`config.mk`:
```
export PLATFORM = sky130hd
export DESIGN_NAME = prime_neighbour_engine
export DESIGN_NICKNAME = d
export VERILOG_FILES = /design/src/rtl/prime_neighbour_pkg.sv /design/src/rtl/prime_neighbour_engine_trial_divider.sv /design/src/rtl/prime_neighbour_engine.sv
export SDC_FILE = /design/constraint.sdc
export NUM_CORES = 1
export LEC_CHECK = 0
export CAP_MARGIN = 20
export CORE_ASPECT_RATIO = 1.1
export CORE_MARGIN = 2
export CORE_UTILIZATION = 25
export CTS_BUF_LIST = sky130_fd_sc_hd__clkbuf_2
export CTS_CLUSTER_SIZE = 28
export DETAILED_ROUTE_END_ITERATION = 6
export SETUP_SLACK_MARGIN = 0.2
export SLEW_MARGIN = 25
export SYNTH_ARGS = -nofsm -noshare
export SYNTH_HDL_FRONTEND = slang
export SYNTH_SLANG_ARGS = --single-unit
```
`constraint.sdc`:
```
create_clock -name CLK -period 6.1 [get_ports CLK]
set_clock_uncertainty 0.1 [all_clocks]
set_input_delay 1.83 -clock CLK [delete_from_list [all_inputs] [get_ports CLK]]
set_output_delay 1.83 -clock CLK [all_outputs]
set_load 0.005 [all_outputs]
```
`src/rtl/prime_neighbour_pkg.sv`:
```
// Shared types and helpers for the prime neighbour engine: FSM state encoding
// and a digit-count-generic BCD incrementer.
package prime_neighbour_pkg;

  typedef enum logic [1:0] {
    IDLE   = 2'd0,
    CHECK  = 2'd1,
    SEARCH = 2'd2,
    DONE   = 2'd3
  } state_t;

  localparam int BCD_W          = 4;
  localparam int BCD_MAX_DIGITS = 8;
  localparam int BCD_MAX_W      = BCD_W * BCD_MAX_DIGITS;

  // Increments the lowest 'digits' BCD digits of v; all-9s wraps to all-0s.
  function automatic logic [BCD_MAX_W-1:0] bcd_inc(input logic [BCD_MAX_W-1:0] v,
                                                   input int digits);
    logic [BCD_MAX_W-1:0] r;
    logic                 carry;
    r     = v;
    carry = 1'b1;
    for (int i = 0; i < BCD_MAX_DIGITS; i++) begin
      if (carry && (i < digits)) begin
        if (r[i*BCD_W +: BCD_W] == 4'd9) begin
          r[i*BCD_W +: BCD_W] = 4'd0;
          carry               = 1'b1;
        end else begin
          r[i*BCD_W +: BCD_W] = r[i*BCD_W +: BCD_W] + 4'd1;
          carry               = 1'b0;
        end
      end else begin
        carry = 1'b0;
      end
    end
    return r;
  endfunction

endpackage

```
`src/rtl/prime_neighbour_engine_trial_divider.sv`:
```
// Multi-cycle primality test by trial division: one divisor tried per cycle,
// stopping once d*d exceeds the candidate.
module trial_divider
  import prime_neighbour_pkg::*;
#(
  parameter int WIDTH = 4
) (
  input  logic             CLK,
  input  logic             rst_n,
  input  logic             clear,
  input  logic             start,
  input  logic [WIDTH-1:0] c,
  output logic             done,
  output logic             is_prime
);

  logic [WIDTH-1:0]   c_r;
  logic [WIDTH-1:0]   d_r;
  logic               busy_r;
  logic               done_r;
  logic               prime_r;
  logic [2*WIDTH-1:0] dsq_s;
  logic [2*WIDTH-1:0] cext_s;

  assign dsq_s    = {{WIDTH{1'b0}}, d_r} * {{WIDTH{1'b0}}, d_r};
  assign cext_s   = {{WIDTH{1'b0}}, c_r};
  assign done     = done_r;
  assign is_prime = prime_r;

  // Divisor iteration; start always restarts, even on the cycle done pulses.
  always_ff @(posedge CLK or negedge rst_n) begin
    if (!rst_n) begin
      c_r     <= {WIDTH{1'b0}};
      d_r     <= {WIDTH{1'b0}};
      busy_r  <= 1'b0;
      done_r  <= 1'b0;
      prime_r <= 1'b0;
    end else if (clear) begin
      c_r     <= {WIDTH{1'b0}};
      d_r     <= {WIDTH{1'b0}};
      busy_r  <= 1'b0;
      done_r  <= 1'b0;
      prime_r <= 1'b0;
    end else if (start) begin
      c_r    <= c;
      d_r    <= WIDTH'(2);
      busy_r <= 1'b1;
      done_r <= 1'b0;
    end else if (busy_r) begin
      if (c_r < WIDTH'(2)) begin
        busy_r  <= 1'b0;
        done_r  <= 1'b1;
        prime_r <= 1'b0;
      end else if (dsq_s > cext_s) begin
        busy_r  <= 1'b0;
        done_r  <= 1'b1;
        prime_r <= 1'b1;
      end else if ((c_r % d_r) == {WIDTH{1'b0}}) begin
        busy_r  <= 1'b0;
        done_r  <= 1'b1;
        prime_r <= 1'b0;
      end else begin
        d_r <= d_r + WIDTH'(1);
      end
    end else begin
      done_r <= 1'b0;
    end
  end

endmodule

```
`src/rtl/prime_neighbour_engine.sv`:
```
// Number-class engine: checks prime / non-prime class of the operand, then
// returns its neighbour and BCD usage counts per class and direction.
module prime_neighbour_engine
  import prime_neighbour_pkg::*;
#(
  parameter int WIDTH      = 4,
  parameter int CNT_DIGITS = 2
) (
  input  logic                      CLK,
  input  logic                      rst_n,
  input  logic                      clear,
  input  logic                      in_valid,
  output logic                      in_ready,
  input  logic [WIDTH-1:0]          number,
  input  logic                      selection,
  input  logic                      mode,
  output logic                      out_valid,
  output logic [WIDTH-1:0]          digit0,
  output logic [WIDTH-1:0]          digit1,
  output logic [BCD_W*CNT_DIGITS-1:0] count1,
  output logic [BCD_W*CNT_DIGITS-1:0] count0,
  output logic                      warning
);

  localparam int               CW    = BCD_W * CNT_DIGITS;
  localparam logic [WIDTH-1:0] MAX_N = {WIDTH{1'b1}};
  localparam logic [WIDTH-1:0] TWO   = WIDTH'(2);
  localparam logic [WIDTH-1:0] ONE   = WIDTH'(1);

  state_t                  state_r, state_nx_s;
  logic [WIDTH-1:0]        n_r, cand_r;
  logic                    sel_r, mode_r;
  logic                    td_start_s, td_done_s, td_prime_s;
  logic [WIDTH-1:0]        td_c_s;
  logic                    load_s, cand_ld_s, fin_s, fin_ok_s, class_ok_s;
  logic [WIDTH-1:0]        cand_nx_s, fin_res_s, shift_s;
  logic [1:0][1:0][CW-1:0] cnt_r;
  logic [BCD_MAX_W-1:0]    inc_full_s;
  logic [CW-1:0]           inc_s;
  logic                    in_ready_r, out_valid_r, warning_r;
  logic [WIDTH-1:0]        digit0_r, digit1_r;
  logic [CW-1:0]           count1_r, count0_r;

  // Forward wraps past the top to 2; backward below 2 resumes from the top.
  function automatic logic [WIDTH-1:0] step_cand(input logic [WIDTH-1:0] v, input logic fwd);
    logic [WIDTH-1:0] r;
    if (fwd) begin
      if (v == MAX_N) r = TWO;
      else            r = v + ONE;
    end else begin
      if (v <= TWO) r = MAX_N;
      else          r = v - ONE;
    end
    return r;
  endfunction

  trial_divider #(.WIDTH(WIDTH)) u_td (
    .CLK      (CLK),
    .rst_n    (rst_n),
    .clear    (clear),
    .start    (td_start_s),
    .c        (td_c_s),
    .done     (td_done_s),
    .is_prime (td_prime_s)
  );

  assign class_ok_s = sel_r ? ((n_r != {WIDTH{1'b0}}) && !td_prime_s) : td_prime_s;
  assign shift_s    = mode_r ? {n_r[WIDTH-2:0], 1'b0} : {1'b0, n_r[WIDTH-1:1]};
  assign inc_full_s = bcd_inc(BCD_MAX_W'(cnt_r[sel_r][mode_r]), CNT_DIGITS);
  assign inc_s      = inc_full_s[CW-1:0];

  assign in_ready  = in_ready_r;
  assign out_valid = out_valid_r;
  assign digit0    = digit0_r;
  assign digit1    = digit1_r;
  assign count1    = count1_r;
  assign count0    = count0_r;
  assign warning   = warning_r;

  // Next-state and datapath strobes.
  always_comb begin
    state_nx_s = state_r;
    td_start_s = 1'b0;
    td_c_s     = {WIDTH{1'b0}};
    load_s     = 1'b0;
    cand_ld_s  = 1'b0;
    cand_nx_s  = cand_r;
    fin_s      = 1'b0;
    fin_ok_s   = 1'b0;
    fin_res_s  = {WIDTH{1'b0}};
    case (state_r)
      IDLE: begin
        if (in_valid) begin
          load_s     = 1'b1;
          td_start_s = 1'b1;
          td_c_s     = number;
          state_nx_s = CHECK;
        end else begin
          state_nx_s = IDLE;
        end
      end
      CHECK: begin
        if (!td_done_s) begin
          state_nx_s = CHECK;
        end else if (!class_ok_s) begin
          fin_s      = 1'b1;
          state_nx_s = DONE;
        end else if (sel_r) begin
          fin_s      = 1'b1;
          fin_ok_s   = 1'b1;
          fin_res_s  = shift_s;
          state_nx_s = DONE;
        end else begin
          cand_nx_s  = step_cand(n_r, mode_r);
          cand_ld_s  = 1'b1;
          td_start_s = 1'b1;
          td_c_s     = cand_nx_s;
          state_nx_s = SEARCH;
        end
      end
      SEARCH: begin
        if (!td_done_s) begin
          state_nx_s = SEARCH;
        end else if (td_prime_s) begin
          fin_s      = 1'b1;
          fin_ok_s   = 1'b1;
          fin_res_s  = cand_r;
          state_nx_s = DONE;
        end else begin
          cand_nx_s  = step_cand(cand_r, mode_r);
          cand_ld_s  = 1'b1;
          td_start_s = 1'b1;
          td_c_s     = cand_nx_s;
          state_nx_s = SEARCH;
        end
      end
      DONE:    state_nx_s = IDLE;
      default: state_nx_s = IDLE;
    endcase
  end

  // FSM state, handshake flags, latched request and candidate.
  always_ff @(posedge CLK or negedge rst_n) begin
    if (!rst_n) begin
      state_r     <= IDLE;
      in_ready_r  <= 1'b1;
      out_valid_r <= 1'b0;
      n_r         <= {WIDTH{1'b0}};
      sel_r       <= 1'b0;
      mode_r      <= 1'b0;
      cand_r      <= {WIDTH{1'b0}};
    end else if (clear) begin
      state_r     <= IDLE;
      in_ready_r  <= 1'b1;
      out_valid_r <= 1'b0;
      n_r         <= {WIDTH{1'b0}};
      sel_r       <= 1'b0;
      mode_r      <= 1'b0;
      cand_r      <= {WIDTH{1'b0}};
    end else begin
      state_r     <= state_nx_s;
      in_ready_r  <= (state_nx_s == IDLE);
      out_valid_r <= fin_s;
      if (load_s) begin
        n_r    <= number;
        sel_r  <= selection;
        mode_r <= mode;
      end
      if (cand_ld_s) begin
        cand_r <= cand_nx_s;
      end
    end
  end

  // Result registers and usage counters, written as the engine enters DONE.
  always_ff @(posedge CLK or negedge rst_n) begin
    if (!rst_n) begin
      cnt_r     <= '{default: {CW{1'b0}}};
      digit0_r  <= {WIDTH{1'b0}};
      digit1_r  <= {WIDTH{1'b0}};
      count1_r  <= {CW{1'b0}};
      count0_r  <= {CW{1'b0}};
      warning_r <= 1'b0;
    end else if (clear) begin
      cnt_r     <= '{default: {CW{1'b0}}};
      digit0_r  <= {WIDTH{1'b0}};
      digit1_r  <= {WIDTH{1'b0}};
      count1_r  <= {CW{1'b0}};
      count0_r  <= {CW{1'b0}};
      warning_r <= 1'b0;
    end else if (fin_s && fin_ok_s) begin
      digit0_r               <= n_r;
      digit1_r               <= fin_res_s;
      warning_r              <= 1'b0;
      cnt_r[sel_r][mode_r]   <= inc_s;
      count1_r               <= mode_r ? inc_s : cnt_r[sel_r][1];
      count0_r               <= mode_r ? cnt_r[sel_r][0] : inc_s;
    end else if (fin_s) begin
      warning_r <= 1'b1;
    end else begin
      warning_r <= warning_r;
    end
  end

endmodule
```
== Word-level counts from Yosys, hierarchy flattened ==
Cells that the tools add are included.

* Register bits: 82
* Output and inout port bits: 27
* Word-level logic and storage cells: 193

* Add/subtract/negate cells: 7
* Multiply operators: 1
* Divide/modulo/power cells: 1
* Magnitude comparators: 8
* Equality and inequality tests: 17
* Muxes and demuxes: 117
* Reduce and logical (&&, ||, !) cells: 21

{| class="wikitable"
|+ Operators by type and width
! operator !! number
|-
| $mux W4 || 42
|-
| $mux W8 || 9
|-
| $mux W32 || 2
|-
| $mux W1 || 48
|-
| $mux W16 || 3
|-
| $bwmux W32 || 1
|-
| $add A4 B1 Y4 const B || 5
|-
| $ne A3 B3 Y1 const B || 6
|-
| $demux W16 S1 || 1
|-
| $eq A4 B4 Y1 const B || 4
|-
| $pmux W4 S2 || 2
|-
| $pmux W4 S3 || 1
|-
| $reduce_bool A2 Y1 || 5
|-
| $reduce_bool A3 Y1 || 3
|-
| $demux W8 S1 || 1
|-
| $gt A8 B4 Y1 || 1
|-
| $le A4 B2 Y1 const B || 2
|-
| $mul A4 B4 Y8 || 1
|-
| $pmux W2 S4 || 1
|-
| $reduce_bool A4 Y1 || 2
|-
| $sub A4 B1 Y4 const B || 2
|-
| $reduce_and A7 Y1 || 1
|-
| $ne A3 B2 Y1 const B || 2
|-
| $ne A6 B6 Y1 const B || 1
|-
| 16 further kinds || 26
|}

== Longest topological paths before layout ==
* Depth in word-level cells: 10
* Depth in mapped cells: 21
* Gate-level depth less buffers: 21

== By module ==
A second synthesis with hierarchy kept.

* Cells, all modules: 582
* Area total of the unflattened synthesis: 5385.2 um2

{| class="wikitable"
|+ By module, submodules not included
! module !! times used !! cells each !! area an instance (um2) !! sequential area each (um2)
|-
| prime_neighbour_engine || 1 || 428 || 4055.1 || 1778.0
|-
| trial_divider || 1 || 154 || 1330.0 || 275.3
|}

== Worst setup path after synthesis ==
No wires, ideal clock.

* Kind: register -> register
* Start point: register u_td.d_r[0]
* End point: register u_td.d_r[1]
* Library setup time: 78 ps
* Arrival time: 5438 ps
* Slack: 483 ps
* Stages on the path, launching flop included: 22
* Path buffers: 0
* Path through: dfrtp_1 > inv_1 > ha_1 > or4b_1 > a32oi_1 > ha_1 > or2_2 > o311a_1 > mux2_2 > ha_1 > or2_2 > o311ai_2 > mux2i_1 > inv_1 > fa_1 > a21bo_2 > a31oi_1 > or3b_2 > a41o_1 > o211ai_2 > mux2_2 > a21oi_1

* Word-level cells in the longest chain between the ends: 7
* Elaborated cells on any way between the ends: 14
* Those cells by class: add/sub: 1; mul: 1; div: 1; order compare: 1; eq/ne: 2; mux: 6; reduce/logical: 2

{| class="wikitable"
|+ RTL lines
! what !! line !! source
|-
| from (decl) || prime_neighbour_engine_trial_divider.sv:18 || <nowiki>logic [WIDTH-1:0] d_r;</nowiki>
|-
| from (signal assigned) || prime_neighbour_engine_trial_divider.sv:34 || <nowiki>d_r <= {WIDTH{1'b0}};</nowiki>
|-
| from (signal assigned) || prime_neighbour_engine_trial_divider.sv:40 || <nowiki>d_r <= {WIDTH{1'b0}};</nowiki>
|-
| from (signal assigned) || prime_neighbour_engine_trial_divider.sv:63 || <nowiki>d_r <= d_r + WIDTH'(1);</nowiki>
|-
| branches (longest 7 deep; another with $mod A4 B4 Y4) || - ||
|}

Several ways; the timed one is not identified. The select of a mux whose other input is x is not followed.
A chain may end at the register's enable or synchronous reset.

== Worst setup path in the final report ==
Ends and elaborated chain as after synthesis.

==> results.cfg <==
[clock_tree]
cts_buffer_depth = 2
ctsRootBufferMaster = clkbuf_2
cts_buffers = 9
cts_tree = built
clock_latency_ns = 0.58
cts.sinks = 82
htreeDepth = 3
clkTransAtPathRegs_ns = 0.23

[drt]
vias = 4296
drc = 0
avgViaCountPerCell = 4.77
drtAntennaViolNets = 0
drtIter0Drc = 238
routedWlPerCell_um = 15.0
wirelength_mm = 13.5
drt_pass1_iterations = 4

[cells_and_area]
nets = 650
postLayoutCoreUtil_pct = 29.3
fin_cells = 901
drive_gt1_share_pct = 11.3
area_delta_synth_final_pct = 15.1
diodes = 0
final.fill_count = 2267

[placement]
dpl.hpwl_mm = 9.45
place_ws_ns = 0.246
gp_congestion = 0.834
port_buffers = 36
dpl.cell_count = 880

[timing]
hold_violations = 0
tns_ns = 0
rsz0062_at_grt = false
fin_hold_ws_ns = 0.438
setup_viol = 0
tightest_slew_ns = 1.01
period_minus_slack_ns = 5.67
slew-limit-headroom_pct = 32.4
drv_slew = 0
fin_ws_ns = 0.431
fmax_mhz = 176
min_period_over_period_pct = 92.9

[grt]
grt_pass1_vias = 4182
grt-ovfl-total = 0
track_usage_pct = 12.4
grt_pass1_wl_mm = 22.2
antenna_found_initial = 0
grt_max_degree = 50

[die]
io_pins = 37
dieArea_um2 = 22800
die_h_um = 158
coreArea_um2 = 21200
fp-row-count = 56
die_width_um = 144
start_util_pct = 25.4

[setup_path]
crit_arrival_ns = 6.10
critPathTopFamily = simple AND/OR/NAND/NOR gates
critical-path-max-stage-delay_ns = 0.49
cp-start-kind = flop
worst-setup-path-type = flop to flop
reg2reg_depth = 21
slowest_stage = dfrtp_2
cp_data_required_time_ns = 6.53
crit_fanout = 5
worst-path-buf-inv = 2
cp-end-kind = flop
crit_cells = 21
worstPathCellList = inv_1 > ha_1 > or4b_1 > a32oi_2 > ha_1 > or2_2 > o311a_1 > mux2_2 > ha_1 > or2_2 > o311ai_2 > mux2i_1 > inv_1 > fa_2 > a21bo_2 > a31oi_2 > or3b_2 > a41o_1 > o211ai_4 > mux2_2 > a21oi_1
crit_top_cell = ha_1

[synth]
ys_warn_count = 0
ys_seq_area_share_pct = 38.0
synth.distinct_cells = 74
synth_seq_cells = 82
syn_inst = 581
synth_enable_flop_cells = 0
syn_nets = 625
avgSynthCellArea_um2 = 9.29
async_flop_share_pct = 100
synthesis.area_um2 = 5400
synth_top_flop_cell = dfrtp_1

[pwr]
leakage_nw = 2.45
ir_worst_vdd_mv = 0.0934
p_per_area_nw_per_um2 = 205

[worst_hold_path]
min_path_cells = 2
hp-class = flop to flop

[run]
maxCapViolCount = 0

[status]
status = completed
layout make-up:
class | count | area [um^2] | share of cell area, %
sequential | 82 | 2050 | 33.1
multi-input combinational | 437 | 3110 | 50.1
clock buffer | 11 | 55.1 | 0.886
tap | 290 | 363 | 5.84
clock inverter | 5 | 77.6 | 1.25
inverter | 27 | 101 | 1.63
timing repair buffer | 49 | 450 | 7.25
report_power, final:
part | switching [mW] | total, mW | internal (mW)
clock | 0.198 | 0.337 | 0.139
combinational | 0.202 | 0.364 | 0.162
sequential | 0.0175 | 0.572 | 0.554
metal layers:
| metal | GRT usage [%] | wire length, um | up-vias |
|---|---|---|---|
| met4 | 2.61 | 130 | 0 |
| li1 | - | - | 2126 |
| met3 | 2.99 | 398 | 10 |
| met5 | 0 | 0 | - |
| met2 | 20.7 | 6770 | 57 |
| met1 | 16.3 | 6250 | 2103 |
registers in the layout, indices dropped and copies added, names as in the netlist, 2 cells and up:
signal / cells
digit1: 4
cnt_r: 32
count0: 8
count1: 8
state_r: 2
cand_r: 4
n_r: 4
digit0: 4
u_td.c_r: 4
u_td.d_r: 4
cell families after synthesis:
kind of cell	after synthesis	share of synthesized area (%)
AO/OA/AOI/OAI	145	18.9
XOR/XNOR	17	2.76
adder cells (fa/ha/maj)	34	8.16
buffers and inverters	62	4.89
flip-flops	82	38.0
multiplexers	42	9.46
AND/OR/NAND/NOR	199	17.8
what timing repair did:
item	in CTS	in global routing
setup endpoints to repair	1	4
buffers inserted	1	4
hold buffers	0	0
pin swaps	0	3
resized for setup	0	6
cells in the mapped netlist (4+ instances only):
master,number,area (um^2)
o21a_1,4,30.0
mux2_2,6,67.6
xnor2_1,12,105
a31oi_1,5,31.3
mux4_2,4,90.1
buf_4,5,37.5
nor2_1,78,293
nand2_1,61,229
inv_1,26,97.6
clkbuf_1,22,82.6
a21oi_1,42,210
dfrtp_1,81,2030
mux2i_1,30,300
a211oi_1,30,225
buf_2,4,20.0
nor3_1,7,35.0
o211ai_1,5,37.5
ha_1,32,400
nand3_1,10,50.1
nor2b_1,10,62.6
xor2_1,5,43.8
o21ai_0,17,85.1
metrics by stage:
stage	cell area, um^2	power (mW)
after floorplan	5400	0.830
after global placement	6010	0.903
after detailed placement	6010	0.908
after CTS	6150	1.25
after global routing	6210	1.36
final	6210	1.27
worst paths after layout:
kind                             start           to  slack [ns]
setup / recovery           u_td.d_r[0]  u_td.d_r[1]        0.43
hold reg to reg              digit0[3]    digit0[3]        0.44
max in group asynchronous        rst_n  u_td.d_r[0]        3.82
setup reg to reg           u_td.d_r[0]  u_td.d_r[1]        0.43
min in group asynchronous        rst_n    count1[2]        1.06
hold / removal               digit0[3]    digit0[3]        0.44
layout by cell type, fill, tap and decap left out, types with 4 or more instances in the layout:
master,instances
nor2b_1,10
a21oi_1,42
mux2i_1,30
nand2_1,61
xnor2_1,12
nand3_1,10
mux4_2,4
buf_4,14
dfrtp_1,80
nor2_1,78
o21ai_0,17
clkbuf_2,11
nor3_1,7
o21a_1,4
a211oi_1,30
o211ai_1,5
clkdlybuf4s50_1,34
a31oi_1,4
inv_1,26
ha_1,32
xor2_1,5
mux2_2,6
worst reg2reg max path: cells and delay by family, from the launching register on:
family / cells / cell delay [ns]
and+or+nand+nor: 4 / 1.54
AOI/OAI and AO/OA: 8 / 1.26
adders and majority gates: 4 / 1.10
muxes: 3 / 0.96
DFF: 1 / 0.49
buffers and inverters: 2 / 0.17
Power figures use the tool's default switching activity.
